<file path="src/rtl/incdec_counter_nbit.sv">
// Registered N-bit up/down step counter built on a ripple chain of inc/dec cells,
// with load, wrap/saturate policy, limit pulse and target-match stop.
module incdec_counter_nbit #(
    parameter int               WIDTH   = 4,
    parameter logic [WIDTH-1:0] RST_VAL = '0
) (
    input  logic             clk,
    input  logic             rst,
    input  logic             en,
    input  logic             id,
    input  logic             ld,
    input  logic [WIDTH-1:0] din,
    input  logic             sat,
    input  logic [WIDTH-1:0] tgt,
    input  logic             tgt_en,
    output logic [WIDTH-1:0] q,
    output logic             ovf,
    output logic             zero,
    output logic             done
);

    typedef enum logic {RUN, DONE} state_e;

    state_e           state_q, state_d;
    logic [WIDTH-1:0] q_q, q_d;
    logic             ovf_q, ovf_d;
    logic             zero_q, zero_d;

    logic [WIDTH:0]   c;
    logic [WIDTH-1:0] step;
    logic             lim;

    // Each cell toggles on an incoming carry; it passes the carry on when its
    // bit is 1 (inc) or 0 (dec). A carry out of the MSB means a limit crossing.
    assign c[0] = 1'b1;

    genvar i;
    generate
        for (i = 0; i < WIDTH; i++) begin : g_cell
            assign step[i]  = q_q[i] ^ c[i];
            assign c[i+1]   = (id ? q_q[i] : ~q_q[i]) & c[i];
        end
    endgenerate

    assign lim = c[WIDTH];

    always_comb begin
        q_d     = q_q;
        ovf_d   = 1'b0;
        state_d = state_q;
        unique case (state_q)
            RUN: begin
                if (ld) begin
                    q_d = din;
                    if (tgt_en && din == tgt) state_d = DONE;
                end else if (en) begin
                    ovf_d = lim;
                    q_d   = (lim && sat) ? q_q : step;
                    if (tgt_en && q_d == tgt) state_d = DONE;
                end
            end
            DONE: begin
                if (ld) begin
                    q_d     = din;
                    state_d = (tgt_en && din == tgt) ? DONE : RUN;
                end else if (!tgt_en) begin
                    state_d = RUN;
                end
            end
            default: state_d = RUN;
        endcase
        zero_d = (q_d == '0);
    end

    always_ff @(posedge clk) begin
        if (rst) begin
            q_q     <= RST_VAL;
            ovf_q   <= 1'b0;
            zero_q  <= (RST_VAL == '0);
            state_q <= RUN;
        end else begin
            q_q     <= q_d;
            ovf_q   <= ovf_d;
            zero_q  <= zero_d;
            state_q <= state_d;
        end
    end

    assign q    = q_q;
    assign ovf  = ovf_q;
    assign zero = zero_q;
    assign done = (state_q == DONE);

endmodule

</file>
<file path="config.mk">
export PLATFORM = sky130hd
export DESIGN_NAME = incdec_counter_nbit
export DESIGN_NICKNAME = d
export VERILOG_FILES = /design/src/rtl/incdec_counter_nbit.sv
export SDC_FILE = /design/constraint.sdc
export NUM_CORES = 1
export LEC_CHECK = 0
export ABC_AREA = 1
export CAP_MARGIN = 20
export CORE_AREA = 3 3 46 48
export DETAILED_ROUTE_END_ITERATION = 8
export DIE_AREA = 0 0 49 51
export PLACE_DENSITY = 0.72
export SYNTH_ARGS = -nofsm -noshare
export SYNTH_HDL_FRONTEND = slang
export SYNTH_SLANG_ARGS = --single-unit
</file>
<file path="constraint.sdc">
create_clock -name clk -period 4.2 [get_ports clk]
set_input_delay 0.63 -clock clk [delete_from_list [all_inputs] [get_ports clk]]
set_output_delay 0.63 -clock clk [all_outputs]
set_load 0.005 [all_outputs]
</file>
Yosys cells after proc, flatten, opt, wreduce, memory -nomap -nowiden
Cells that the tools add are included.
{ "word_totals": {"reg_bits": 7} }
{ "classes": {"bitwise_logic": 12, "n_reduce_logical": 5, "n_mux": 16, "eq_ne": 2} }
{ "op_table": {"columns": ["operator", "count"], "rows": [
  ["2-to-1 mux 4 bit", 4],
  ["2-to-1 mux 1 bit", 10],
  ["== test 4 bit", 2],
  ["case mux 4 bit (2 select lines)", 1],
  ["inverter 1 bit", 6],
  ["zero test 4 bit", 1],
  ["OR reduction 4 bit", 1],
  ["AND 1 bit", 3],
  ["logical AND 1 bit", 3],
  ["XOR 1 bit", 3],
  ["case mux 1 bit (2 select lines)", 1]
]} }

Longest topological paths before layout
Gate-level depths: netlist of the first run.
{ "depth": {"word_depth": 13, "mapped_depth": 15, "depth_no_buf": 14} }

Worst setup path before layout of the first run
OpenSTA, ideal clock, no wires.
{ "synth_timing": {"path_kind": "input port to flip-flop", "startpoint": "input port id", "endpoint": "register state_q (netlist: done)", "path_stages": 14, "setup_time_ns": 0.066, "t_arrival_ns": 1.669, "path_slack_ns": 2.465, "required_ns": 4.134, "cell_sequence": "buf_6 -> inv_4 -> nand2_4 -> nand2_4 -> nand2_4 -> nor2_8 -> nand3_4 -> nand2_2 -> nand2_1 -> nand2_1 -> nand2_1 -> nor2_1 -> nand2_1 -> a21oi_2"} }
{ "synth_between": {"elab_chain_len": 12, "word_cells_on_any_way": 18, "classes_between": "eq/ne: 1; mux: 9; bitwise: 6; reduce/logical: 2"} }
{ "synth_rtl": {"columns": ["item", "line_no", "rtl"], "rows": [
  ["from (decl)", "10", "input logic id,"],
  ["2-to-1 mux 1 bit", "41", "assign c[i+1] = (id ? q_q[i] : ~q_q[i]) & c[i];"],
  ["AND 1 bit (3 in a row)", "41", null],
  ["logical AND 1 bit", "58", "q_d = (lim && sat) ? q_q : step;"],
  ["2-to-1 mux 4 bit (*)", "58", null],
  ["== test 4 bit (*)", "59", "if (tgt_en && q_d == tgt) state_d = DONE;"],
  ["logical AND 1 bit (*)", "59", null],
  ["2-to-1 mux 1 bit (*)", "59", null],
  ["2-to-1 mux 1 bit (*)", "56", "end else if (en) begin"],
  ["2-to-1 mux 1 bit (*)", "53", "if (ld) begin"],
  ["case mux 1 bit (2 select lines) (*)", "51", "unique case (state_q)"],
  ["to (signal assigned)", "85", "state_q <= state_d;"],
  ["to (decl)", "24", "state_e state_q, state_d;"]
]} }
Mark *: on every way between the ends. The rest lies on a longest branch, timed or not.
A chain may end at the register's enable or synchronous reset.

Worst setup path in the final report of the first run
Same ends and word-level chain as after synthesis.

==> impl_metrics.csv, run 1 <==
group,metric,value,unit
grt,grt_max_degree,9,
floorplan,start_util,43.6,%
power,vdd.ir_drop.worst,0.196,mV
logic_synthesis,synth_edf_count,0,
critical_path,timing.critical_path.from_type,"input port",
critical_path,slowest_stage,"sky130_fd_sc_hd__clkdlybuf4s50_1",
clock_tree,ctsHoldBuffers,0,
logic_synthesis,synth.avg_cell_area,6.18,µm²
logic_synthesis,synthSimpleGateAreaFrac,50.3,%
critical_path,worst_path_largest_cell_delay,0.72,ns
placed_design,final_gp_congestion,0.863,
grt,grt_antenna_before_repair,0,
hold_path,worst_hold_path_type,"register to register",
sta,unrepaired_setup_endpoints_after_global_routing,"no",
floorplan,row_count,15,
placed_design,dpl.hpwl,1580,µm
drt,route.detailed.drc,0,
critical_path,crit_path_cell_trace,"clkdlybuf4s50_1 > nand2_2 > nand2_4 > nand2_4 > nor2_8 > nand2_1 > nand2_1 > nor2_1 > nor2_1 > nand2_1 > nor2_1 > nand2_1 > a21oi_2",
clock_tree,post_cts_resized,0,
final_layout,final_net_count,162,
placed_design,total_placed_instance_area,983,µm²
sta,max_freq,440,MHz
hold_path,timing.hold.worst_path_depth,3,
critical_path,rr_startpoint,"q[1]$_SDFF_PP0_",
hold_path,holdPathEnd,"ovf$_SDFF_PP0_",
final_layout,final_common_cell,"sky130_fd_sc_hd__nand2_1",
critical_path,criticalPathCategory,"input port to register",
sta,timing.final.crit_period,2.27,ns
sta,setup_ws,1.93,ns
grt,vias_in_the_first_global_route,789,
drt,routedWlPerCell,11.2,µm
run_status,outcome,"finished clean",
grt,grt_pass1_wl,3220,µm
critical_path,worst_ep_arrival_time,2.45,ns
drt,via_per_inst,4.82,
clock_tree,clock_tree_from_tritoncts,"built",
placed_design,placement.setup.worst_slack,1.66,ns
logic_synthesis,synthFlopType,"sky130_fd_sc_hd__dfxtp_1",
logic_synthesis,synth-compound-area-share,13.5,%
floorplan,ioPinCount,22,
final_layout,final-seq-area,140,µm²
final_layout,combined_area_of_the_multi_input_logic_cells,520,µm²
critical_path,worst-r2r-cell-count,12,
sta,fin_setup_tns,0,ns
final_layout,antenna_cells,0,
flow_run,drv.max_cap_violation_count,0,
hold_path,min_from,"done$_SDFF_PP0_",
logic_synthesis,synth.yosys.seq_area_share,18.4,%
final_layout,area_growth,32.7,%
critical_path,timing.reg2reg.setup_slack,2.49,ns
final_layout,most-common-layout-cells,"sky130_fd_sc_hd__nand2_1 (34), sky130_fd_sc_hd__clkdlybuf4s50_1 (21), sky130_fd_sc_hd__inv_1 (18), sky130_fd_sc_hd__nor2_1 (12), sky130_fd_sc_hd__nand3_1 (10)",
logic_synthesis,synth_adder_area_share,0,%
logic_synthesis,syn-num-nets,138,
critical_path,critical_path.top_delay_family,"simple AND/OR/NAND/NOR gates",
clock_tree,worst_setup_hold_path_clk_slew,0.05,ns
final_layout,nFillCells,190,
drt,drt_total_wl,1910,µm
placed_design,io_buffers,21,
grt,grt_use_total,16.2,%
logic_synthesis,yosys-mux-area-fraction,0,%
clock_tree,cts_post_setup_buffers_inserted,0,
grt,grt-ovfl-total,0,
critical_path,critical_path.max_fanout,7,
drt,dr_total_vias,824,
logic_synthesis,yosysUniqueCellTypes,27,
power,p_per_area,237,nW/µm²
power,power.total,0.239,mW
sta,maxSlewViolCount,0,
clock_tree,worst_skew_pair.late_latency,0.24,ns
logic_synthesis,postSynthCellCount,123,
logic_synthesis,synth_seq_cells,7,
critical_path,crit_required,4.38,ns
clock_tree,cts_num_sinks,7,
sta,report.final.setup_viol,0,
floorplan,design.die.area,2500,µm²
floorplan,fp.coreArea,1750,µm²
clock_tree,clk_root_buffer_cell,"sky130_fd_sc_hd__clkbuf_4",
logic_synthesis,mapped_area,761,µm²
floorplan,die-height,51,µm
critical_path,cp_dominant_cell_by_count,"sky130_fd_sc_hd__nand2_1",
logic_synthesis,fraction_of_synthesis_flops_using_an_asynchronous_set_or_reset_pin,0,%
logic_synthesis,synth.yosys.warnings,0,
drt,ant_nets,0,
final_layout,drive_above_1_share,13.0,%
sta,final.setup_skew,0.00150,ns
sta,final_min_period_over_clock_period,54.1,%
drt,drt_pre_antenna_iters,4,
final_layout,final_design_area_no_fill,1010,µm²
sta,max-slew-margin-rel,68.9,%
critical_path,worstReg2RegEnd,"done$_SDFF_PP0_",
drt,drtIter0Drc,32,
logic_synthesis,synth_top_family_by_area,"simple AND/OR/NAND/NOR gates",
sta,tightest_slew,0.463,ns
logic_synthesis,yosys.area_share.xor_xnor,4.61,%
critical_path,critPathCaptureType,"register",
critical_path,cp_num_buf_inv,1,
sta,hold_violations,0,
floorplan,chipWidth,49,µm
clock_tree,cts_htree_levels,1,
clock_tree,cts_made_buffers,3,
power,total_leakage_power,0.452,nW
clock_tree,cts.path.max_buffers,2,
synth_stat cells, types with 2 or more instances:
master | count | area share (%)
sky130_fd_sc_hd__nor3_1 | 2 | 1.3
sky130_fd_sc_hd__nand2_4 | 3 | 4.4
sky130_fd_sc_hd__xnor2_1 | 2 | 2.3
sky130_fd_sc_hd__nand2_2 | 5 | 4.1
sky130_fd_sc_hd__o22ai_1 | 2 | 1.6
sky130_fd_sc_hd__xor2_1 | 2 | 2.3
sky130_fd_sc_hd__nor2_1 | 12 | 5.9
sky130_fd_sc_hd__o21ai_0 | 3 | 2.0
sky130_fd_sc_hd__nand4_1 | 2 | 1.6
sky130_fd_sc_hd__nand3_1 | 10 | 6.6
sky130_fd_sc_hd__dfxtp_1 | 7 | 18
sky130_fd_sc_hd__a21oi_1 | 7 | 4.6
sky130_fd_sc_hd__nand2_1 | 34 | 17
sky130_fd_sc_hd__inv_2 | 2 | 0.99
sky130_fd_sc_hd__inv_1 | 18 | 8.9
worst reg2reg max path, delay by kind of cell, from the launching register on:
kind | cells | cell delay (ns)
flops | 1 | 0.55
compound gates | 1 | 0.12
simple gates | 11 | 0.97
metrics by stage:
step                std cells  util [%]  hold slack [ns]
finish                    171      57.8            0.683
detailed placement        167      56.3            0.652
global route              171      57.8            0.761
CTS                       171      57.8            0.685
global placement          167      56.3            0.656
floorplan                 123         -            0.614
final cells by class:
cell class / instances / share of cell area (%)
multi-input combinational: 93 / 51.5
timing repair buffer: 21 / 20.8
sequential: 7 / 13.9
inverter: 21 / 8.05
tap: 25 / 3.10
clock buffer: 4 / 2.60
state kept, by name, indices dropped and copies added, names as in the netlist:
register  flops
ovf           1
done          1
q             4
zero          1
worst max-delay path by stage:
stage,from,to,slack (ns),cells after the start
6_report,id,done$_SDFF_PP0_,1.93,13
5_1_grt,id,zero$_SDFF_PP1_,1.76,13
4_1_cts,id,done$_SDFF_PP0_,1.91,13
3_5_place_dp,id,done$_SDFF_PP0_,1.66,13
3_3_place_gp,id,done$_SDFF_PP0_,1.68,13
2_1_floorplan,id,done$_SDFF_PP0_,2.47,14
logic make-up (layout without fill, tap and decap cells):
group	count (synthesis)	count (layout)
AND/OR/NAND/NOR	73	73
buffers and inverters	23	46
AO/OA/AOI/OAI	16	16
flip-flops	7	7
XOR/XNOR	4	4
layer usage:
metal | track usage, % | part of all wire [%]
met5 | 0 | 0
met1 | 18.6 | 44
met3 | 2.33 | 5.5
met2 | 31.9 | 50
met4 | 2.84 | 0
where the power goes:
group	leakage [nW]	internal, mW	switching (mW)
logic	0.380	0.0451	0.0565
registers	0.0578	0.0709	0.00655
clock network	0.0150	0.0362	0.0238
Note: power is estimated with default switching activity, not from simulation.
==> run 2, diff against run 1 <==
clock period = 2.1 ns   (was 4.2 ns; I/O delays follow)
==> run 2 against run 1 <==
Effect of this change: worst setup slack got worse by 1.7 ns; count of clock-buffer cells in the layout unchanged; global-route usage increased by 0.061 points; sequential share of layout area decreased by 0.20 points; via count increased by 1.5%; sequential cell count unchanged; wire length increased by 0.31%; sequential power increased by 100%; critical endpoint unchanged; largest power group unchanged; highest routed layer unchanged.
==> impl_metrics.csv, run 2 (same netlist as run 1, synthesis figures left out) <==
group,metric,value,unit
critical_path,cp_num_buf_inv,2,
critical_path,crit_required,2.28,ns
clock_tree,cts_num_sinks,7,
drt,drt_total_wl,1910,µm
clock_tree,clock_tree_from_tritoncts,"built",
sta,maxSlewViolCount,0,
run_status,outcome,"finished clean",
final_layout,area_growth,34.7,%
clock_tree,cts_htree_levels,1,
drt,drtIter0Drc,9,
sta,unrepaired_setup_endpoints_after_global_routing,"no",
clock_tree,cts.path.max_buffers,2,
critical_path,criticalPathCategory,"input port to register",
critical_path,worstReg2RegEnd,"done$_SDFF_PP0_",
power,vdd.ir_drop.worst,0.438,mV
grt,grt_max_degree,9,
flow_run,drv.max_cap_violation_count,0,
critical_path,worst_path_largest_cell_delay,0.46,ns
sta,report.final.setup_viol,0,
floorplan,die-height,51,µm
floorplan,fp.coreArea,1750,µm²
sta,max-slew-margin-rel,71.7,%
sta,tightest_slew,0.421,ns
critical_path,worst_ep_arrival_time,2.00,ns
final_layout,final_design_area_no_fill,1020,µm²
drt,drt_pre_antenna_iters,4,
clock_tree,ctsHoldBuffers,0,
final_layout,final_net_count,164,
floorplan,row_count,15,
power,total_leakage_power,0.462,nW
final_layout,nFillCells,171,
clock_tree,worst_skew_pair.late_latency,0.25,ns
critical_path,timing.reg2reg.setup_slack,0.38,ns
placed_design,placement.setup.worst_slack,0.0245,ns
placed_design,io_buffers,21,
final_layout,utilization,58.7,%
placed_design,total_placed_instance_area,998,µm²
floorplan,start_util,43.6,%
sta,fin_setup_tns,0,ns
sta,max_freq,548,MHz
critical_path,critical_path.top_delay_family,"simple AND/OR/NAND/NOR gates",
grt,vias_in_the_first_global_route,770,
critical_path,critical_path.max_fanout,7,
critical_path,crit_path_cell_trace,"clkdlybuf4s50_1 > buf_4 > nand2_1 > nand2_2 > nand2_4 > nor2_8 > nand2_1 > nand2_1 > nor2_1 > nor2_1 > nand2_1 > nor2_1 > nand2_1 > a21oi_2",
hold_path,timing.hold.worst_path_depth,3,
clock_tree,worst_setup_hold_path_clk_slew,0.05,ns
hold_path,holdPathEnd,"ovf$_SDFF_PP0_",
grt,grt_use_total,16.3,%
final_layout,most-common-layout-cells,"sky130_fd_sc_hd__nand2_1 (34), sky130_fd_sc_hd__clkdlybuf4s50_1 (21), sky130_fd_sc_hd__inv_1 (18), sky130_fd_sc_hd__nor2_1 (12), sky130_fd_sc_hd__nand3_1 (10)",
sta,final.setup_skew,0.00378,ns
floorplan,ioPinCount,22,
grt,grt_antenna_before_repair,0,
critical_path,cp_dominant_cell_by_count,"sky130_fd_sc_hd__nand2_1",
critical_path,critPathCaptureType,"register",
floorplan,design.die.area,2500,µm²
clock_tree,post_cts_resized,0,
clock_tree,cts_post_setup_buffers_inserted,0,
sta,hold_violations,0,
clock_tree,clk_root_buffer_cell,"sky130_fd_sc_hd__clkbuf_4",
sta,timing.final.crit_period,1.82,ns
sta,setup_ws,0.275,ns
placed_design,final_gp_congestion,0.796,
final_layout,drive_above_1_share,14.2,%
final_layout,largest_register_ff_count,4,
grt,grt-ovfl-total,0,
placed_design,dpl.hpwl,1590,µm
critical_path,rr_startpoint,"q[1]$_SDFF_PP0_",
final_layout,antenna_cells,0,
hold_path,worst_hold_path_type,"register to register",
sta,final_min_period_over_clock_period,86.9,%
final_layout,final_common_cell,"sky130_fd_sc_hd__nand2_1",
floorplan,chipWidth,49,µm
drt,ant_nets,0,
power,p_per_area,468,nW/µm²
critical_path,timing.critical_path.from_type,"input port",
drt,via_per_inst,4.83,
hold_path,min_from,"done$_SDFF_PP0_",
drt,routedWlPerCell,11.1,µm
drt,route.detailed.drc,0,
grt,grt_pass1_wl,3180,µm
drt,dr_total_vias,836,
critical_path,slowest_stage,"sky130_fd_sc_hd__clkdlybuf4s50_1",
clock_tree,cts_made_buffers,3,
critical_path,worst-r2r-cell-count,12,
run 2: report_power, final:
part	internal (mW)	total, mW	switching (mW)
registers	0.142	0.155	0.0126
clock network	0.0723	0.119	0.0469
logic	0.0927	0.206	0.113
total	0.307	0.480	0.173
run 2: how the worst max path moves through the flow:
stage / to / startpoint / depth (start not counted)
after global placement: done$_SDFF_PP0_ / id / 14
after global routing: zero$_SDFF_PP1_ / id / 14
after detailed placement: done$_SDFF_PP0_ / id / 14
after CTS: done$_SDFF_PP0_ / id / 14
after floorplan: done$_SDFF_PP0_ / id / 14
final: done$_SDFF_PP0_ / id / 14
run 2: layer usage:
layer | GRT usage (%) | vias to the layer above | part of all wire [%]
met5 | 0 | - | 0
met4 | 1.90 | 0 | 0
met3 | 4.66 | 0 | 5.0
met2 | 30.8 | 20 | 50
met1 | 18.7 | 373 | 45
li1 | - | 443 | -
run 2: final cells by class:
type,instances,area (µm²),share of cell area (%)
Clock buffer,4,26.3,2.56
Timing Repair Buffer,23,225,22.0
Multi-Input combinational cell,93,520,50.8
Inverter,21,81.3,7.94
Tap cell,25,31.3,3.05
Sequential cell,7,140,13.7
run 2: metrics by stage:
| step | hold slack [ns] | total power [mW] | cells |
|---|---|---|---|
| 3_3_place_gp | 0.663 | 0.362 | 169 |
| 4_1_cts | 0.666 | 0.485 | 173 |
| 6_report | 0.663 | 0.480 | 173 |
| 2_1_floorplan | 0.377 | 0.289 | 123 |
| 5_1_grt | 0.736 | 0.518 | 173 |
| 3_5_place_dp | 0.665 | 0.363 | 169 |
run 2: tightest hold or removal path: stages, from the launching register on:
cell                      delay [ns]
sky130_fd_sc_hd__dfxtp_1        0.32
sky130_fd_sc_hd__inv_1          0.06
sky130_fd_sc_hd__nand2_1        0.16
sky130_fd_sc_hd__nor4_1         0.08
